`src/rtl/pts_pkg.sv`:
```
// Shared types and constants for the pts_serializer two-wire framer.
// Holds the frame state encoding, parity modes and a frame-length helper.
package pts_pkg;

   typedef enum logic [2:0] {
      IDLE,
      START,
      BIT_LO,
      BIT_HI,
      STOP_LO,
      STOP_HI
   } state_t;

   localparam int PAR_NONE = 0;
   localparam int PAR_EVEN = 1;
   localparam int PAR_ODD  = 2;

   // Number of serial bits in a frame: the data word plus an optional parity bit.
   function automatic int frame_len(input int width, input int parity);
      return width + ((parity != PAR_NONE) ? 1 : 0);
   endfunction

endpackage

```
`src/rtl/pts_phase_timer.sv`:
```
// Half-period down-counter: phase_end is high in the last cycle of a HALF-cycle
// phase. Reloading on every state change means the count never wraps inside a state.
module pts_phase_timer #(
   parameter int HALF = 1
) (
   input  logic sclk,
   input  logic rst,
   input  logic load,
   output logic phase_end
);

   localparam int CW = $clog2(HALF + 1);

   logic [CW-1:0] cnt;

   always_ff @(posedge sclk) begin
      if (rst) begin
         cnt <= '0;
      end else if (load) begin
         cnt <= CW'(HALF - 1);
      end else if (cnt != '0) begin
         cnt <= cnt - CW'(1);
      end
   end

   assign phase_end = (cnt == '0);

endmodule

```
`src/rtl/pts_serializer.sv`:
```
// Parallel-to-serial framer driving scl/sda: start condition, data bits with an
// optional parity bit, stop condition. Every output is registered from the next state.
module pts_serializer
   import pts_pkg::*;
#(
   parameter int WIDTH     = 8,
   parameter int HALF      = 1,
   parameter int MSB_FIRST = 1,
   parameter int PARITY    = 0
) (
   input  logic             sclk,
   input  logic             rst,
   input  logic [WIDTH-1:0] data,
   input  logic             valid,
   output logic             ack,
   output logic             scl,
   output logic             sda,
   output logic             busy,
   output logic             done
);

   localparam int N  = frame_len(WIDTH, PARITY);
   localparam int BW = $clog2(N + 1);

   state_t          state, state_n;
   logic            phase_end;
   logic            accept;
   logic            enter_bit;
   logic            scl_n, sda_n;
   logic [N-1:0]    frame;
   logic [N-1:0]    sr;
   logic [BW-1:0]   bits_left;

   pts_phase_timer #(.HALF(HALF)) u_timer (
      .sclk      (sclk),
      .rst       (rst),
      .load      (state_n != state),
      .phase_end (phase_end)
   );

   assign accept    = valid && ack;
   assign enter_bit = (state_n == BIT_LO) && (state != BIT_LO);

   // Frame laid out in transmit order: element N-1 goes on the wire first.
   always_comb begin
      frame = '0;
      for (int i = 0; i < WIDTH; i++) begin
         frame[N-1-i] = (MSB_FIRST != 0) ? data[WIDTH-1-i] : data[i];
      end
      if (PARITY != PAR_NONE) begin
         frame[0] = (PARITY == PAR_ODD) ? ~(^data) : ^data;
      end
   end

   // NOTE: every signal written here gets a default first, so no path leaves it
   // unassigned and no latch is inferred.
   always_comb begin
      state_n = state;
      unique case (state)
         IDLE:    if (accept)    state_n = START;
         START:   if (phase_end) state_n = BIT_LO;
         BIT_LO:  if (phase_end) state_n = BIT_HI;
         BIT_HI:  if (phase_end) state_n = (bits_left != '0) ? BIT_LO : STOP_LO;
         STOP_LO: if (phase_end) state_n = STOP_HI;
         STOP_HI: if (phase_end) state_n = IDLE;
         default:                state_n = IDLE;
      endcase
   end

   always_comb begin
      scl_n = 1'b1;
      sda_n = sda;
      unique case (state_n)
         IDLE:    sda_n = 1'b1;
         START:   sda_n = 1'b0;
         BIT_LO: begin
            scl_n = 1'b0;
            if (state != BIT_LO) sda_n = sr[N-1];
         end
         BIT_HI:  sda_n = sda;
         STOP_LO: begin
            scl_n = 1'b0;
            sda_n = 1'b0;
         end
         STOP_HI: sda_n = 1'b0;
         default: sda_n = 1'b1;
      endcase
   end

   always_ff @(posedge sclk) begin
      if (rst) begin
         state     <= IDLE;
         scl       <= 1'b1;
         sda       <= 1'b1;
         ack       <= 1'b0;
         busy      <= 1'b0;
         done      <= 1'b0;
         bits_left <= '0;
      end else begin
         state <= state_n;
         scl   <= scl_n;
         sda   <= sda_n;
         ack   <= (state_n == IDLE);
         busy  <= (state_n != IDLE);
         done  <= (state == STOP_HI) && (state_n == IDLE);
         if (accept) begin
            bits_left <= BW'(N);
         end else if (enter_bit) begin
            bits_left <= bits_left - BW'(1);
         end
      end
   end

   // NOTE: the shift register carries no reset; it is always loaded on acceptance
   // before any of its bits can reach sda.
   always_ff @(posedge sclk) begin
      if (accept) begin
         sr <= frame;
      end else if (enter_bit) begin
         sr <= sr << 1;
      end
   end

endmodule
```
`config.mk`:
```
export PLATFORM = sky130hd
export DESIGN_NAME = pts_serializer
export DESIGN_NICKNAME = d
export VERILOG_FILES = /design/src/rtl/pts_pkg.sv /design/src/rtl/pts_phase_timer.sv /design/src/rtl/pts_serializer.sv
export SDC_FILE = /design/constraint.sdc
export NUM_CORES = 1
export LEC_CHECK = 0
export CAP_MARGIN = 25
export CORE_ASPECT_RATIO = 0.8
export CORE_MARGIN = 4
export CORE_UTILIZATION = 55
export DETAILED_ROUTE_END_ITERATION = 10
export HOLD_SLACK_MARGIN = 0.12
export PLACE_DENSITY = 0.87
export SYNTH_ARGS = -nofsm -noshare
export SYNTH_HDL_FRONTEND = slang
export SYNTH_HIERARCHICAL = 1
export SYNTH_SLANG_ARGS = --single-unit
```
`constraint.sdc`:
```
create_clock -name sclk -period 3.56 [get_ports sclk]
set_input_delay 1.068 -clock sclk [delete_from_list [all_inputs] [get_ports sclk]]
set_output_delay 1.068 -clock sclk [all_outputs]
set_load 0.02 [all_outputs]
```
Word level (Yosys, flattened, before mapping)
Cells that the tools add are included.
{"block": "totals", "out_inout_bits": 5, "word_cells": 55, "mem_count": 0, "latchBits": 0, "ramBits": 0, "inputBits": 11, "mem_bits_ro": 0, "register_bits": 21}
{"block": "classes", "mux": 15, "addsub": 2, "magnitude_cmp": 0, "n_bitwise": 2, "div_mod_pow": 0, "n_eq_ne": 13, "reduce_logical": 13, "shifts": 0, "n_mul": 0}
{"op": "$mux 3", "n": 7}
{"op": "$pmux 3 s6", "n": 1}
{"op": "$mux 8", "n": 2}
{"op": "$eq 3x2->1 const B", "n": 4}
{"op": "$eq 3x3->1 const B", "n": 4}
{"op": "$mux 4", "n": 2}
{"op": "$eq 3x1->1 const B", "n": 2}
{"op": "$logic_not 3->1", "n": 2}
{"op": "$reduce_or 3->1", "n": 2}
{"op": "$reduce_bool 4->1", "n": 1}
{"op": "$reduce_or 2->1", "n": 2}
{"op": "$sub 4x1->4 const B", "n": 1}
{"op": "$logic_and 1x1->1", "n": 3}
{"op": "$ne 3x2->1 const B", "n": 1}
{"op": "$ne 3x3->1", "n": 1}
{"op": "$pmux 1 s3", "n": 1}
{"op": "$reduce_bool 3->1", "n": 1}
{"op": "$mux 1", "n": 2}
{"op": "$ne 2x1->1 const B", "n": 1}
{"op": "$not 1->1", "n": 2}
{"op": "$reduce_and 2->1", "n": 1}
{"op": "$reduce_bool 2->1", "n": 1}
{"op": "$sub 1x1->1 const B", "n": 1}

Depth between registers and ports, before layout
{"block": "depth", "depth_word": 8, "depth_mapped": 6, "ltp_nobuf": 6}

Cells and area by module
Netlist, hierarchy kept.
{"mod": "pts_serializer", "cells_each": 86, "seq_area_each_um2": 480.5, "area_each_um2": 987.2, "n_inst": 1}
{"mod": "pts_phase_timer", "cells_each": 3, "seq_area_each_um2": 20.0, "area_each_um2": 27.5, "n_inst": 1}

Worst setup path before layout
Ideal clock, no wire load.
{"block": "synth_path", "path_type": "input to register", "startpoint": "input port valid", "endpoint": "register sr[0] (enable)", "required_time_ps": 3289, "t_arrival_ps": 1772, "setup_slack_ps": 1517, "n_path_buf": 1, "setup_time_ps": 271, "cell_stages": 3, "path_cell_list": "and2_1 -> buf_2 -> or2_2"}
{"block": "synth_via", "elab_chain_len": 6}
{"element": "start: declaration", "line": "pts_serializer.sv:14", "rtl": "input logic valid,"}
{"element": "$logic_and 1x1->1 *", "line": "pts_serializer.sv:41", "rtl": "assign accept = valid && ack;"}
{"element": "$mux 3", "line": "pts_serializer.sv:60", "rtl": "IDLE: if (accept) state_n = START;"}
{"element": "$pmux 3 s6", "line": "pts_serializer.sv:59", "rtl": "unique case (state)"}
{"element": "$eq 3x2->1", "line": "pts_serializer.sv:42", "rtl": "assign enter_bit = (state_n == BIT_LO) && (state != BIT_LO);"}
{"element": "$logic_and 1x1->1", "line": "pts_serializer.sv:42"}
{"element": "$reduce_bool 2->1 (no source line) *"}
{"element": "end signal: assignment", "line": "pts_serializer.sv:118", "rtl": "sr <= frame;"}
{"element": "end signal: assignment", "line": "pts_serializer.sv:120", "rtl": "sr <= sr << 1;"}
{"element": "end: declaration", "line": "pts_serializer.sv:31", "rtl": "logic [N-1:0] sr;"}
Every way passes the cells marked *; elsewhere a longest branch is shown, timed or not.
A chain may end at the register's enable or synchronous reset.

Worst setup path after layout
{"block": "layout_path", "startpoint": "register ack", "endpoint": "output port ack"}
{"element": "start: declaration", "line": "pts_serializer.sv:15", "rtl": "output logic ack,"}
{"element": "start signal: assignment", "line": "pts_serializer.sv:103", "rtl": "ack <= (state_n == IDLE);"}
No word-level cell between the ends.

==> metrics <==
cts bufs inserted=3; CTS tree=built; r2r startpoint=bits_left[0]; I/O Buffers=15; sw frac=28.2%; drt pass-1 iters=4; WHS Path Cells=2; R2R setup slack=1.82 ns; Setup Viol. Count Final=0; Filler Cell Count=126; post-CTS sizing=0; Critical R2R Capture=sr[3]; Syn Inst Count=84; Clock Skews=0.000959 ns; CP arrival=1.34 ns; area grow syn2layout=17.0%; crit share post-route=67.7%; critical path peak fanout=5; GRT Residual Overflow=0; diode count=0; CP bufs+invs=1; sink of the worst hold path=bits_left[3]; Psw=0.153 mW; Syn. warnings=6; final hold vios=0; Post-CTS Setup Bufs=0; vias in the first global route=671; global-route wire length before repair=3060 um; chip height=45.9 um; launch point of the worst hold path=ack; drt via density=5.58; peak supply drop=420 uV; largest net degree at the start of global routing=14; max_slew headroom=62.9%; min cycle time layout=2.41 ns; f_max=415 MHz; share of cells above drive strength 1=20.6%; First DRT Iteration DRCs=14; WHS=0.538 ns; # IOs=16; Core Area=1660 um^2; Row Count=13; Layout Nets=110; CP top delay family=buffers and inverters; Critical Path End Type=output port; Clk network pwr share=21.1%; root buf cell=clkbuf_4; RSZ-0062 raised after global routing=false; Comb pwr share=23.3%; Starting Density=59.4%; Lkg Pwr=0.415 nW; type of origin of the critical path=flip-flop; PwrDens=471 nW/um^2; die extent in x=55.3 um; Int Power=0.390 mW; Critical Path RT=2.49 ns; Die ar.=2540 um^2; vias=664; # hold bufs at CTS=0; aggregate routed wire length=1800 um; H-tree levels=1; most frequent cells in the layout=15 x clkdlybuf4s50_1, 13 x dfxtp_1, 8 x edfxtp_1, 7 x mux2_2; status=completed; CP Class=flip-flop to output port; Max Cap Viol=0; clock slew at reported path FFs=0.12 ns; antenna violations before repair=0; CP max stage delay=0.63 ns; Seq pwr share=55.5%; Avg Inst Size Synth=11.7 um^2; clock latency on the worst-skew pair=0.30 ns; CTS sink cnt=21; r2r worst-path depth=5; Final ANT Viol Nets=0; cell area after synthesis=986 um^2; commonest non-fill, non-tap cell in the layout=clkdlybuf4s50_1; half-perimeter wire length after detailed placement=1360 um; fin. max-slew vios=0; critical path's slowest cell=clkdlybuf4s50_1; crit-path cells=clkdlybuf4s50_1; worst slew pin tran=0.556 ns; wire per inst=15.1 um; Post-route DRC=0; min-delay worst type=flip-flop to flip-flop; GP Congestion=0.752; syn_nets=96; maximum clock path buffer count=2; TNS Setup=0 ns; GRT Overall Usage=16.1%
[sequential cells by signal, indices dropped and copies added (netlist names)]
signal	flops
sr	8
bits_left	4
state	3
ack	1
busy	1
done	1
scl	1
sda	1
u_timer/cnt	1
[cell type report]
class	count	area, um^2	share of cell area (%)
clock inverters	1	5.00	0.434
well taps	22	27.5	2.39
repair buffers	15	150	13.0
multi-input cells	54	437	37.9
flip-flops and latches	21	500	43.4
inverters	3	11.3	0.976
clock buffers	3	22.5	1.95
[worst max-delay path by stage]
stage                      from  endpoint  cells past startpoint
after floorplan           valid     sr[0]                      3
after global placement    valid     sr[3]                      3
after detailed placement  valid     sr[7]                      3
after CTS                   ack       ack                      1
after global routing        ack       ack                      1
final                       ack       ack                      1
[routing by layer]
| metal | global-route usage (%) | routed length (um) |
|---|---|---|
| met1 | 20.3 | 844 |
| met2 | 27.6 | 874 |
| met3 | 2.83 | 48 |
| met4 | 7.28 | 30 |
| met5 | 0 | 0 |
[metrics by stage]
stage	util, %	std cells	setup slack (ns)	instance area (um^2)	total power, mW
after floorplan	-	84	1.52	986	0.396
after global placement	67.9	115	0.867	1130	0.428
after detailed placement	67.9	115	0.833	1130	0.434
after CTS	69.5	119	1.14	1150	0.544
after global routing	69.5	119	1.08	1150	0.571
final	69.5	119	1.15	1150	0.543
[power groups by stage]
stage	clock network [mW]	logic, mW	registers, mW
detailed placement	0	0.127	0.306
finish	0.115	0.127	0.301
CTS	0.115	0.128	0.301
global route	0.128	0.138	0.305
global placement	0	0.123	0.305
floorplan	0	0.0905	0.306
No activity file was read; power rests on OpenSTA's default activity.
